$ cat config.mk
export PLATFORM = sky130hd
export DESIGN_NAME = easyaxi_rd_slv
export DESIGN_NICKNAME = d
export VERILOG_FILES = /design/src/rtl/easyaxi_rd_slv.sv
export SDC_FILE = /design/constraint.sdc
export NUM_CORES = 1
export LEC_CHECK = 0
export CAP_MARGIN = 20
export CORE_MARGIN = 5
export CORE_UTILIZATION = 53
export DETAILED_ROUTE_END_ITERATION = 6
export DONT_BUFFER_PORTS = 1
export PLACE_DENSITY_LB_ADDON = 0.3
export SYNTH_ARGS = -nofsm -noshare
export SYNTH_HDL_FRONTEND = slang
export SYNTH_SLANG_ARGS = --single-unit
$ cat constraint.sdc
create_clock -name clk -period 11.6 [get_ports clk]
set_input_delay 2.9 -clock clk [delete_from_list [all_inputs] [get_ports clk]]
set_output_delay 2.9 -clock clk [all_outputs]
set_load 0.02 [all_outputs]
$ cat src/rtl/easyaxi_rd_slv.sv
// AXI read responder: in-order AR queue, FIXED/INCR/WRAP beat addressing,
// address-pattern read data with programmable first-beat latency.
module easyaxi_rd_slv #(
    parameter int OST_DEPTH   = 4,
    parameter int RD_LAT      = 2,
    parameter int MEM_BYTES   = 256,
    parameter int AXI_ID_W    = 4,
    parameter int AXI_ADDR_W  = 32,
    parameter int AXI_LEN_W   = 8,
    parameter int AXI_SIZE_W  = 3,
    parameter int AXI_BURST_W = 2,
    parameter int AXI_USER_W  = 4,
    parameter int AXI_DATA_W  = 32,
    parameter int AXI_RESP_W  = 2
) (
    input  logic                         clk,
    input  logic                         rst_n,
    input  logic                         axi_slv_arvalid,
    output logic                         axi_slv_arready,
    input  logic [AXI_ID_W-1:0]          axi_slv_arid,
    input  logic [AXI_ADDR_W-1:0]        axi_slv_araddr,
    input  logic [AXI_LEN_W-1:0]         axi_slv_arlen,
    input  logic [AXI_SIZE_W-1:0]        axi_slv_arsize,
    input  logic [AXI_BURST_W-1:0]       axi_slv_arburst,
    input  logic [AXI_USER_W-1:0]        axi_slv_aruser,
    output logic                         axi_slv_rvalid,
    input  logic                         axi_slv_rready,
    output logic [AXI_ID_W-1:0]          axi_slv_rid,
    output logic [AXI_DATA_W-1:0]        axi_slv_rdata,
    output logic [AXI_RESP_W-1:0]        axi_slv_rresp,
    output logic                         axi_slv_rlast,
    output logic [AXI_USER_W-1:0]        axi_slv_ruser,
    output logic [$clog2(OST_DEPTH):0]   ost_cnt
);

    localparam int CW = $clog2(OST_DEPTH) + 1;
    localparam int PW = (OST_DEPTH > 1) ? $clog2(OST_DEPTH) : 1;
    localparam int WW = (RD_LAT > 0) ? $clog2(RD_LAT + 1) : 1;

    localparam logic [AXI_BURST_W-1:0] B_FIXED = AXI_BURST_W'(0);
    localparam logic [AXI_BURST_W-1:0] B_INCR  = AXI_BURST_W'(1);
    localparam logic [AXI_BURST_W-1:0] B_WRAP  = AXI_BURST_W'(2);
    localparam logic [AXI_BURST_W-1:0] B_RSVD  = AXI_BURST_W'(3);

    localparam logic [AXI_RESP_W-1:0] R_OKAY   = AXI_RESP_W'(0);
    localparam logic [AXI_RESP_W-1:0] R_SLVERR = AXI_RESP_W'(2);
    localparam logic [AXI_RESP_W-1:0] R_DECERR = AXI_RESP_W'(3);

    typedef struct packed {
        logic [AXI_ID_W-1:0]    id;
        logic [AXI_ADDR_W-1:0]  addr;
        logic [AXI_LEN_W-1:0]   len;
        logic [AXI_SIZE_W-1:0]  size;
        logic [AXI_BURST_W-1:0] burst;
        logic [AXI_USER_W-1:0]  user;
    } cmd_t;

    typedef enum logic [1:0] {IDLE, WAIT, DATA} state_t;

    function automatic logic [PW-1:0] f_inc(input logic [PW-1:0] p);
        return (p == PW'(OST_DEPTH - 1)) ? '0 : p + PW'(1);
    endfunction

    function automatic logic f_err(input cmd_t c);
        logic w_len_ok;
        w_len_ok = (c.len == AXI_LEN_W'(1)) || (c.len == AXI_LEN_W'(3)) ||
                   (c.len == AXI_LEN_W'(7)) || (c.len == AXI_LEN_W'(15));
        return (c.burst == B_RSVD) || (c.burst == B_WRAP && !w_len_ok);
    endfunction

    cmd_t                   r_q [OST_DEPTH];
    logic [PW-1:0]          r_wp;
    logic [PW-1:0]          r_rp;
    logic [CW-1:0]          r_cnt;

    state_t                 r_state;
    logic [AXI_ID_W-1:0]    r_id;
    logic [AXI_ADDR_W-1:0]  r_addr;
    logic [AXI_LEN_W-1:0]   r_len;
    logic [AXI_SIZE_W-1:0]  r_size;
    logic [AXI_BURST_W-1:0] r_burst;
    logic [AXI_USER_W-1:0]  r_user;
    logic                   r_err;
    logic [AXI_LEN_W-1:0]   r_beat;
    logic [WW-1:0]          r_wait;

    cmd_t                   w_ar;
    cmd_t                   w_cmd;
    logic                   w_avail;
    logic                   w_load;
    logic                   w_push;
    logic                   w_rhs;
    logic                   w_last;
    logic                   w_pop;
    logic [AXI_ADDR_W-1:0]  w_b;
    logic [AXI_ADDR_W-1:0]  w_mask;
    logic [AXI_ADDR_W-1:0]  w_incr;
    logic [AXI_ADDR_W-1:0]  w_wrap;
    logic [AXI_ADDR_W-1:0]  w_next;

    assign w_ar = '{id: axi_slv_arid, addr: axi_slv_araddr,
                    len: axi_slv_arlen, size: axi_slv_arsize,
                    burst: axi_slv_arburst, user: axi_slv_aruser};

    assign axi_slv_arready = (r_cnt != CW'(OST_DEPTH));
    assign axi_slv_rvalid  = (r_state == DATA);
    assign axi_slv_rlast   = axi_slv_rvalid && w_last;
    assign axi_slv_rid     = r_id;
    assign axi_slv_ruser   = r_user;
    assign axi_slv_rdata   = AXI_DATA_W'(r_addr);
    assign axi_slv_rresp   = r_err ? R_SLVERR :
                             (r_addr >= AXI_ADDR_W'(MEM_BYTES)) ? R_DECERR :
                             R_OKAY;
    assign ost_cnt = r_cnt;

    assign w_push = axi_slv_arvalid && axi_slv_arready;
    assign w_rhs  = axi_slv_rvalid && axi_slv_rready;
    assign w_last = (r_beat == r_len);
    assign w_pop  = w_rhs && w_last;

    // An AR accepted this cycle is bypassed straight into the engine when
    // nothing older is waiting, so an idle slave loses no cycle.
    always_comb begin
        w_avail = 1'b0;
        w_cmd   = w_ar;
        if (r_state == DATA) begin
            w_avail = (r_cnt > CW'(1)) || w_push;
            if (r_cnt > CW'(1)) w_cmd = r_q[f_inc(r_rp)];
        end else begin
            w_avail = (r_cnt != '0) || w_push;
            if (r_cnt != '0) w_cmd = r_q[r_rp];
        end
    end

    assign w_load = ((r_state == IDLE) && w_avail) ||
                    ((r_state == DATA) && w_pop && w_avail);

    assign w_b    = AXI_ADDR_W'(1) << r_size;
    assign w_mask = ((AXI_ADDR_W'(r_len) + AXI_ADDR_W'(1)) << r_size)
                    - AXI_ADDR_W'(1);
    assign w_incr = (r_addr & ~(w_b - AXI_ADDR_W'(1))) + w_b;
    assign w_wrap = (r_addr & ~w_mask) | ((r_addr + w_b) & w_mask);

    always_comb begin
        w_next = w_incr;
        unique case (1'b1)
            (!r_err && r_burst == B_FIXED): w_next = r_addr;
            (!r_err && r_burst == B_WRAP):  w_next = w_wrap;
            default:                        w_next = w_incr;
        endcase
    end

    always_ff @(posedge clk) begin
        if (w_push) r_q[r_wp] <= w_ar;
    end

    always_ff @(posedge clk or negedge rst_n) begin
        if (!rst_n) begin
            r_wp  <= '0;
            r_rp  <= '0;
            r_cnt <= '0;
        end else begin
            if (w_push) r_wp <= f_inc(r_wp);
            if (w_pop)  r_rp <= f_inc(r_rp);
            unique case ({w_push, w_pop})
                2'b10:   r_cnt <= r_cnt + CW'(1);
                2'b01:   r_cnt <= r_cnt - CW'(1);
                default: r_cnt <= r_cnt;
            endcase
        end
    end

    always_ff @(posedge clk or negedge rst_n) begin
        if (!rst_n) begin
            r_state <= IDLE;
            r_id    <= '0;
            r_addr  <= '0;
            r_len   <= '0;
            r_size  <= '0;
            r_burst <= '0;
            r_user  <= '0;
            r_err   <= 1'b0;
            r_beat  <= '0;
            r_wait  <= '0;
        end else if (w_load) begin
            r_id    <= w_cmd.id;
            r_addr  <= w_cmd.addr;
            r_len   <= w_cmd.len;
            r_size  <= w_cmd.size;
            r_burst <= w_cmd.burst;
            r_user  <= w_cmd.user;
            r_err   <= f_err(w_cmd);
            r_beat  <= '0;
            r_wait  <= WW'(RD_LAT);
            r_state <= (RD_LAT == 0) ? DATA : WAIT;
        end else begin
            unique case (r_state)
                IDLE: ;
                WAIT: begin
                    r_wait <= r_wait - WW'(1);
                    if (r_wait == WW'(1)) r_state <= DATA;
                end
                DATA: begin
                    if (w_rhs) begin
                        if (w_last) begin
                            r_state <= IDLE;
                        end else begin
                            r_addr <= w_next;
                            r_beat <= r_beat + AXI_LEN_W'(1);
                        end
                    end
                end
                default: r_state <= IDLE;
            endcase
        end
    end

endmodule

==> results, run 1 <==
- Traced cell by cell, the critical path runs through and2_0, inv_1, a211oi_1, o32a_2, buf_4, o21ai_0, o22ai_2, o21ai_1, a211o_1.
- Counting flops with a built-in enable in the synthesized netlist gives 212.
- The detailed-route wire length per cell is 24.8 µm.
- The final critical path takes up 46.7% of the cycle.
- Static timing analysis puts the maximum clock frequency at 185 MHz.
- The maximum clock path buffer count is 3.
- The mean post-synth cell area is 11.9 µm².
- The pre-antenna-repair detailed-routing pass consisted of 5 iterations.
- The die extent in x is 188 µm.
- Sequential cells were found to cover 48.6% of the synthesized design area.
- The detail route stage leaves a number of antenna-violating nets equal to 0.
- The final-report setup violation count is 0.
- The tree built by TritonCTS fans out to 285 sinks.
- At the worst endpoint, the required time is 12.04 ns.
- The cell leakage power is 6.05 nW.
- The slowest stage of the critical path is the buf_4 cell.
- The Yosys step of the flow raised 0 warnings.
- The min-delay analysis places its worst path in the category reg2reg.
- At the end of routability-driven placement, the weighted congestion stood at 0.897.
- The region available for standard cell placement spans 31500 µm².
- The total overflow reported by the global router is 0.
- Synthesis inferred 285 register bits.
- Across the VDD grid, the largest voltage drop is 0.000171 V.
- The placed wire-length estimate after detailed placement is 28800 µm.
- The worst setup path is of the in2reg kind.
- Setup repair after global routing left no endpoint under its margin.
- The power per cell area is 269 nW/µm².
- After synthesis the cells add up to 16900 µm².
- Data on the critical path arrives at its endpoint at 5.86 ns.
- The design draws 4.86 mW.
- The area of the die is 35500 µm².
- The delay of the slowest cell on the worst path is 0.63 ns.
- The setup clock skew after layout is 0.0148 ns.
- The synthesized netlist devotes 12.4% of its cell area to simple gates.
- Counting flops with an async set or reset pin after synthesis yields a share of 25.6%.
- For this run, design rule violations remaining after detail routing come to 0.
- The number of H-tree levels is 1.
- The synthesized netlist net count is 1507.
- The worst-case headroom to the max-slew limit is 29.6%.
- Once the clock tree was built, the setup fixing pass inserted 0 buffers.
- The compound-gate portion of the synthesized area is 15.1%.
- The repair_antennas step left the layout with diodes totalling 0.
- The xor/xnor share of the synthesized area is 3.37%.
- The portion of netlist area occupied by mux cells is 14.8%.
- The number of gates resized after CTS was 0.
- In this run, distinct cell masters in the synthesized netlist total 95.
- The clock slew at the register clock pins of the worst setup and hold paths is 0.06 ns.
- Entering global routing, the biggest net connects 78 pins.
- The number of top-level design ports is 105.
- The number of max-capacitance violations reported is 0.
- In the post-route analysis, the smallest setup slack over all paths is 6.18 ns.
- The root buffer selected by CTS is clkbuf_16.
- The final-report max-slew violation count was 0.
- In the final design database the tool counted 1454 nets.
- Once layout is complete, the cells apart from fillers number 1790.
- In this run the core area contains 65 standard-cell rows.
- STA classifies the critical path startpoint as an input pin.
- The dominant combinational cell family by area after synthesis is compound AO/OA/AOI/OAI gates.
- Summed over all failing endpoints, the final setup total negative slack is 0 ns.
- The routed layout has 12200 vias.
- The number of instances in the synthesized netlist is 1420.
- The area added between synthesis and finish is 7.05%.
- The synthesized netlist devotes 2.27% of its cell area to adder and majority cells.
- The violation count after the first detailed-routing iteration is 1230.
- The run finished with clean final reports.
- The fraction of final layout cells with drive strength greater than 1 is 16.1%.
- In this run, placement finished with an instance count of 1738.
- Of all nets on the critical path, the largest fanout is 77.
- Clock latency on the worst-skew pair, taken at its later pin, is 0.56 ns.
- The clock tree from TritonCTS is yes.
- The global-route wire length before repair is 69500 µm.
- For this design, the CTS-stage hold fixing added 0 buffers.
- The final hold slack is 0.538 ns.
- Port buffering added 0 buffers.
- The number of endpoints with negative hold slack in the final report came to 0.
- For this configuration, the core starts out at a cell density of 53.6%.
- The number of antenna violations at the first check in global routing was 0.
- The final period demand of the worst path is 5.42 ns.
- The via count of the first global-routing pass was 12100.
- The worst setup path is captured at a register.
- The worst slack at placement is 5.67 ns.
- The number of buffers inserted during clock tree synthesis is 29.
- The predominant post-synthesis flop cell is edfxtp_1.
- The all-layer global routing usage is 24.6%.
- The average via count per standard cell is 6.81.
- The total wire length after detailed routing is 44500 µm.
- From bottom edge to top edge, the die measures 188 µm.
- The transition time at the pin with the least slew margin is 1.05 ns.
## cell families after synthesis
| logic type | count (synthesis) |
|---|---|
| multiplexers | 116 |
| buffers and inverters | 140 |
| AND/OR/NAND/NOR | 426 |
| flip-flops | 285 |
| XOR/XNOR | 64 |
| adder cells (fa/ha/maj) | 30 |
| AO/OA/AOI/OAI | 359 |
## report_power, final
group	switching, mW	internal, mW	total (mW)
combinational	1.34	0.849	2.19
clock	0.395	0.519	0.914
sequential	0.389	1.37	1.75
## cell type report
type	count	area, µm²
fill	2469	13400
sequential	285	8200
multi-input combinational	995	8140
clock buffer	38	779
tap	402	503
timing repair buffer	23	173
clock inverter	14	144
inverter	33	124
## critical path, delay by kind of cell
kind	cells	cell delay, ns
AOI/OAI and AO/OA	6	1.80
and+or+nand+nor	1	0.32
buffers and inverters	2	0.78
## cell usage in the layout, fill, tap and decap left out, types with 16 or more instances in the layout
cell type / n
edfxtp_1: 212
nor2_1: 127
nand2_1: 108
mux4_2: 106
dfrtp_1: 71
a21oi_1: 62
o21ai_0: 61
inv_1: 33
xnor2_1: 32
xor2_1: 31
o22ai_1: 31
a31oi_1: 29
clkbuf_16: 29
nand3_1: 28
ha_1: 28
nor3_1: 25
nand4_1: 23
buf_4: 23
o31ai_1: 18
a22oi_1: 18
o211ai_1: 16
## Yosys cell counts (11+ instances only)
master / number / area (µm²)
a21oi_1: 63 / 315
a22oi_1: 18 / 135
a31oi_1: 29 / 181
and2_1: 11 / 68.8
and3_1: 13 / 81.3
buf_1: 11 / 41.3
buf_2: 21 / 105
clkbuf_1: 70 / 263
dfrtp_1: 73 / 1830
edfxtp_1: 212 / 6370
ha_1: 29 / 363
inv_1: 33 / 124
mux4_2: 106 / 2390
nand2_1: 108 / 405
nand2b_1: 11 / 68.8
nand3_1: 28 / 140
nand4_1: 23 / 144
nor2_1: 128 / 480
nor2b_1: 12 / 75.1
nor3_1: 25 / 125
nor4_1: 14 / 87.6
o211ai_1: 16 / 120
o21ai_0: 61 / 305
o22ai_1: 31 / 194
o31ai_1: 18 / 135
or3_1: 13 / 81.3
xnor2_1: 32 / 280
xor2_1: 31 / 272
## per-layer routing
| layer | routed length [µm] | vias up | GRT usage [%] |
|---|---|---|---|
| li1 | - | 5477 | - |
| met1 | 17400 | 6066 | 32.4 |
| met2 | 21300 | 547 | 40.0 |
| met3 | 4450 | 95 | 6.97 |
| met4 | 1320 | 0 | 7.57 |
| met5 | 0 | - | 0 |
## worst paths after layout
path	startpoint	cells after the start	to	slack [ns]
setup / recovery	axi_slv_arvalid	9	register	6.18
hold / removal	r_burst[1]$_DFFE_PN0N_	2	r_burst[1]$_DFFE_PN0N_	0.54
setup reg to reg	r_size[2]$_DFFE_PN0N_	12	register	6.83
hold reg to reg	r_burst[1]$_DFFE_PN0N_	2	r_burst[1]$_DFFE_PN0N_	0.54
max in group asynchronous	rst_n	0	async pin	9.39
min in group asynchronous	rst_n	0	r_beat[3]$_DFFE_PN0P_	2.04
## metrics by stage
stage,cell area (µm²),util (%)
4_1_cts,18100,57.4
2_1_floorplan,16900,-
3_3_place_gp,17100,54.5
5_1_grt,18100,57.4
3_5_place_dp,17100,54.5
6_report,18100,57.4
No activity file was read; power rests on OpenSTA's default activity.
==> inputs of run 2 (changes only) <==
==> constraint.sdc (replaced) <==
create_clock -name clk -period 4.65 [get_ports clk]
set_input_delay 1.1625 -clock clk [delete_from_list [all_inputs] [get_ports clk]]
set_output_delay 1.1625 -clock clk [all_outputs]
set_load 0.02 [all_outputs]
==> run 2 against run 1 <==
Compared with the run above: non-clock buffer count is 19 higher; clock power grew to 2.7 times the previous value; via count is 2.0% higher; sequential power grew to 2.5 times the previous value; final cell count is 1.3% higher; core utilization is 0.83 points higher; cell area is 1.4% higher; first-iteration DRC count is 11% higher; worst setup slack worse by 5.7 ns; largest cell class unchanged; highest routed layer unchanged; clock-buffer cell count stayed put; critical path type is now reg2reg.
==> results, run 2 (synthesized netlist as in run 1, its figures left out) <==
- The violation count after the first detailed-routing iteration is 1367.
- The worst-case headroom to the max-slew limit is 33.7%.
- The placed wire-length estimate after detailed placement is 31100 µm.
- Data arrives at the worst endpoint at 4.62 ns.
- Measured along the x axis, the die boundary spans 188 µm.
- The count of buffers inserted at the top-level ports is 0.
- The total DRC errors in the routed layout is 0.
- In this run the worst path has a maximum fanout of 11.
- The clock passes through at most 3 buffers.
- For this design the static power due to leakage is 6.20 nW.
- The via count of the first global-routing pass came to 12100.
- The die outline height is 188 µm.
- The number of antenna violations at the first check in global routing is 1.
- The share of the clock period used by the worst path after layout is 89.4%.
- The transition time at the pin with the least slew margin is 0.995 ns.
- The clock sink count is 285.
- Buffers inserted to repair hold after CTS numbered 0.
- IR analysis of the VDD net gives a maximum drop of 0.000447 V.
- Of the cells placed in the final design, the portion with a size suffix greater than 1 is 17.2%.
- The first global-routing pass estimated 71700 µm of wire.
- The row count is 65.
- On the final layout, the worst clock skew is 0.0110 ns.
- The class of the tightest hold or removal check is in2async.
- The clock tree from TritonCTS is yes.
- The area of the die is 35500 µm².
- The most common cell after layout, fill and taps aside is edfxtp_1.
- At the later pin of the worst-skew pair, clock insertion delay measures 0.56 ns.
- In this run, post-CTS repair resized a total of 0 instances.
- The number of nets in the final layout is 1475.
- The final period demand of the worst path is 4.16 ns.
- For this run, the slowest stage of the critical path takes 0.83 ns.
- The run finished with clean final reports.
- Walking the worst path, the cells encountered are ha_1, and3_4, xnor2_2, a221oi_1, o41ai_2, nand3_1, or4_1, o41ai_1, a21oi_1, o32ai_1.
- The design area is 18300 µm².
- The post-CTS setup repair buffer count is 0.
- The critical setup path kind is reg2reg.
- At the worst endpoint, the required time is 5.11 ns.
- The total negative slack is 0 ns.
- The congestion estimate from routability-driven global placement came to 0.958.
- Hold timing on the final database bottoms out at a slack of 0.296 ns.
- In the layout the commonest cells are edfxtp_1, nor2_1, nand2_1, mux4_2, dfrtp_1.
- The all-layer global routing usage is 25.4%.
- The number of buffers inserted during clock tree synthesis is 31.
- The cell family contributing the most delay on the critical path is simple AND/OR/NAND/NOR gates.
- The number of max-capacitance violations reported is 0.
- The starting density of the core is 53.6%.
- The largest individual stage delay along the critical path comes from the cell or4_1.
- The number of top-level design ports is 105.
- In this run the register-to-register setup slack is 0.49 ns.
- After the flow finishes, the layout carries non-filler instances totaling 1814.
- The most critical setup path has its startpoint at r_len[1]$_DFFE_PN0N_.
- The cell sitting at the root of the clock tree is a clkbuf_16.
- The number of endpoints with negative hold slack in the final report is 0.
- The repair_antennas step left the layout with diodes totalling 0.
- The clock slew at the register clock pins of the worst setup and hold paths is 0.06 ns.
- The number of H-tree levels is 1.
- The first-pass iteration count of the detailed router is 6.
- The count of filler cells inserted in the layout is 2455.
- Setup repair after global routing left no endpoint under its margin.
- The routed design has 45900 µm of wire.
- Detailed routing inserted a total of 12400 vias.
- The launching point of the worst reg2reg path is r_len[1]$_DFFE_PN0N_.
- The average via count per standard cell is 6.85.
- The placement-stage cell area is 17300 µm².
- The final-report setup violation count is 0.
- The count of nets left with antenna violations once routing finished came out at 0.
- Entering global routing, the biggest net connects 74 pins.
- The type of origin of the critical path is a register.
- The number of instances in the placed design is 1757.
- The core footprint is 31500 µm².
- From synthesis to final layout, the design area changed by 8.59%.
- STA classifies the critical path endpoint as a register.
- The achievable clock frequency is 240 MHz.
- Dividing total power by cell area gives a power density of 681 nW/µm².
- The final-report max-slew violation count came to 0.
- Dividing the detail-routed wire length by the instance count gives 25.3 µm.
- The total overflow reported by the global router is 0.
- The number of buffers and inverters on the critical path is 0.
run 2: final cells by class:
cell class / instances / area (µm²) / area share [%]
Clock inverter: 19 / 206 / 1.13
Timing Repair Buffer: 42 / 328 / 1.79
Tap cell: 402 / 503 / 2.75
Inverter: 33 / 124 / 0.676
Clock buffer: 38 / 822 / 4.49
Sequential cell: 285 / 8200 / 44.7
Multi-Input combinational cell: 995 / 8140 / 44.4
run 2: routing by layer:
layer | share of wire [%] | global-route usage, % | up-vias
met4 | 3.0 | 6.78 | 0
met1 | 39 | 34.2 | 6160
met3 | 11 | 7.56 | 94
met5 | 0 | 0 | -
li1 | - | - | 5529
met2 | 47 | 40.9 | 646
run 2: where the power goes:
group | internal [mW] | total, mW | switching (mW)
combinational | 2.20 | 5.62 | 3.42
sequential | 3.40 | 4.38 | 0.977
clock | 1.47 | 2.48 | 1.01
total | 7.08 | 12.5 | 5.40
run 2: final timing paths:
check / end / cells past startpoint
worst min register to register: r_burst[1]$_DFFE_PN0N_ / 2
max in group asynchronous: async pin / 0
worst max register to register: register / 10
worst min-delay path: r_wp[1]$_DFFE_PN0P_ / 0
worst max-delay path: register / 10
min in group clk: r_burst[1]$_DFFE_PN0N_ / 2
run 2: stage by stage:
| stage | utilization, % | worst slack [ns] | power [mW] |
|---|---|---|---|
| floorplan | - | 1.00 | 8.34 |
| global placement | 54.9 | 0.754 | 9.81 |
| detailed placement | 54.9 | 0.566 | 9.93 |
| CTS | 58.2 | 0.579 | 12.4 |
| global route | 58.2 | 0.245 | 13.2 |
| finish | 58.2 | 0.492 | 12.5 |
==> inputs of run 3 (changes only) <==
--- a/config.mk
+++ b/config.mk
@@ -5,11 +5,12 @@
 export SDC_FILE = /design/constraint.sdc
 export NUM_CORES = 1
 export LEC_CHECK = 0
-export CAP_MARGIN = 20
+export CAP_MARGIN = 30
 export CORE_MARGIN = 5
 export CORE_UTILIZATION = 53
 export DETAILED_ROUTE_END_ITERATION = 6
 export DONT_BUFFER_PORTS = 1
+export GPL_TIMING_DRIVEN = 0
 export PLACE_DENSITY_LB_ADDON = 0.3
 export SYNTH_ARGS = -nofsm -noshare
 export SYNTH_HDL_FRONTEND = slang
==> run 3 against run 2 <==
Compared with the run above: clock-buffer cell count down 5; die area unchanged; critical path depth up 5; total power up 1.6%; clock skew up 0.0065 ns; via count up 3.2%; core utilization up 0.45 points; non-clock buffer count up 69; final cell count up 3.9%; highest routed layer unchanged.
==> results, run 3 (synthesized netlist as in run 1, its figures left out) <==
- The run finished with clean final reports.
- The number of H-tree levels is 1.
- The number of max-capacitance violations reported is 0.
- From synthesis to final layout, the design area changed by 9.42%.
- In this run the horizontal extent of the chip is 188 µm.
- The die outline height is 188 µm.
- Dividing the final minimum period by the clock period gives 93.7%.
- In this run, the combinational gates consume 48.9% of the power.
- In the final routed layout, each cell accounts on average for 26.0 µm.
- The data required time of the critical path is 5.09 ns.
- The layout has 2473 filler cells.
- The cell leakage power is 6.22 nW.
- For this block, the initial DRC count from the detailed router was 1479.
- The final hold slack is 0.286 ns.
- The part of the total power dissipated in sequential elements is 32.1%.
- The final period demand of the worst path is 4.36 ns.
- CTS saw 285 sinks.
- The die covers 35500 µm².
- The setup clock skew after layout is 0.0175 ns.
- The library cell used most frequently in the layout, excluding fill and tap cells, is edfxtp_1.
- The worst endpoint data arrival time is 4.80 ns.
- Dividing the detail-routed via count by the number of cells gives 6.81.
- The element type at the critical path end is a register.
- The worst slack at placement is -0.0535 ns.
- In this run switching power makes up 44.8% of total power.
- The cell sitting at the root of the clock tree is a clkbuf_16.
- The via count of the first global-routing pass came to 12700.
- After clock tree synthesis, the clock-pin slew on the worst setup and hold paths is 0.07 ns.
- The total overflow reported by the global router is 0.
- The clock passes through at most 3 buffers.
- The number of antenna violations at the first check in global routing came to 1.
- In the layout the commonest cells are edfxtp_1, nor2_1, nand2_1, mux4_2, dfrtp_1.
- The first-pass iteration count of the detailed router is 7.
- Setup violations remaining at the end of the flow were counted as 0.
- At the end of routability-driven placement, the weighted congestion stood at 0.989.
- The number of clock buffers added by TritonCTS is 31.
- The worst setup path is launched from a register.
- Global routing used 27.0% of the available tracks across all layers.
- The count of buffers inserted at the top-level ports is 0.
- The clock tree from TritonCTS is yes.
- The post-CTS setup repair buffer count is 0.
- After floorplanning, the core was sized to cover 31500 µm².
- The fraction of final layout cells with drive strength greater than 1 is 15.7%.
- The final-report max-slew violation count is 0.
- For this configuration, the core starts out at a cell density of 53.6%.
- In this run the worst path has a maximum fanout of 19.
- The number of nets in the final layout is 1544.
- The number of endpoints with negative hold slack in the final report is 0.
- The antenna diode count is 0.
- The worst-case headroom to the max-slew limit is 35.7%.
- The worst path meets setup with 0.292 ns of slack.
- The clock insertion delay at the later pin of the skew report is 0.57 ns.
- The power per cell area is 687 nW/µm².
- Entering global routing, the biggest net connects 74 pins.
- The net switching power figure is 5.68 mW.
- The critical path starts at r_size[2]$_DFFE_PN0N_.
- The maximum vdd drop is 0.000413 V.
- Of the total power, the clock network draws 18.9%.
- The number of top-level design ports is 105.
- The transition time at the pin with the least slew margin is 0.965 ns.
- Setup repair after global routing left no endpoint under its margin.
- The post-route antenna net violation count is 0.
- The hold buffer count at cts is 0.
- The row count is 65.
- Once detailed placement completed, the half-perimeter wirelength came to 34800 µm.
- The first global-routing pass estimated 74800 µm of wire.
- The total wire length after detailed routing is 48900 µm.
- The total DRC errors in the routed layout is 0.
- Internal power comes to 6.99 mW.
- The total number of vias is 12800.
- The post-route core utilization is 58.7%.
- Timing would allow up to 229 MHz.
- The worst hold path belongs to the class in2async.
- The launching point of the worst reg2reg path is r_size[2]$_DFFE_PN0N_.
- The critical setup path kind is reg2reg.
==> run 3: final timing paths <==
kind / slack (ns) / cells after the start / to
max reg2reg: 0.29 / 15 / register
max in group asynchronous: 4.18 / 0 / async pin
max: 0.29 / 15 / register
min: 0.29 / 0 / async pin
min in group clk: 0.56 / 2 / r_wait[0]$_DFFE_PN0P_
min reg2reg: 0.56 / 2 / r_wait[0]$_DFFE_PN0P_
==> run 3: area by class of cell <==
cell class	instances	area, µm²	area share [%]
buffer	105	458	2.48
multi-input combinational	995	8120	44.0
inverter	33	124	0.671
clock buffer	33	783	4.24
sequential	285	8190	44.4
tap	402	503	2.72
clock inverter	25	200	1.08
timing repair buffer	6	85.1	0.461
==> run 3: power by group through the flow <==
stage / logic (mW) / registers [mW] / clock network (mW)
4_1_cts: 6.07 / 4.07 / 2.42
3_3_place_gp: 5.94 / 4.10 / 0
5_1_grt: 6.68 / 4.13 / 2.55
6_report: 6.20 / 4.07 / 2.40
2_1_floorplan: 4.39 / 3.95 / 0
3_5_place_dp: 6.05 / 4.11 / 0
==> run 3: per-layer routing <==
| layer | vias up | share of wire [%] | track usage [%] |
|---|---|---|---|
| met2 | 690 | 48 | 44.2 |
| li1 | 5666 | - | - |
| met5 | - | 0 | 0 |
| met4 | 0 | 3.5 | 8.69 |
| met3 | 114 | 10 | 5.98 |
| met1 | 6357 | 38 | 36.4 |
==> run 3: what timing repair did <==
action	CTS	global route
resized for setup	0	11
setup endpoints to repair	2	32
pin swaps	0	0
==> run 3: worst max-delay path, stage by stage (launching register included) <==
cell and delay, ns:
dfrtp_1 0.37, clkbuf_1 0.31, clkbuf_4 0.38, nand2_1 0.21, nor2_1 0.31, inv_1 0.12
ha_1 0.30, and2_1 0.15, ha_1 0.37, a21boi_0 0.29, nand3_1 0.11, and2_1 0.19
clkbuf_1 0.25, o2111a_1 0.30, o31ai_1 0.30, o2bb2a_1 0.26
==> run 3: per-stage QoR <==
stage / cells / cell area [µm²] / total power, mW / TNS [ns]
after detailed placement: 1827 / 17500 / 10.2 / -0.0535
after CTS: 1884 / 18400 / 12.6 / 0
final: 1884 / 18500 / 12.7 / 0
after floorplan: 1420 / 16900 / 8.34 / 0
after global routing: 1884 / 18500 / 13.4 / 0
after global placement: 1822 / 17400 / 10.0 / -0.0715
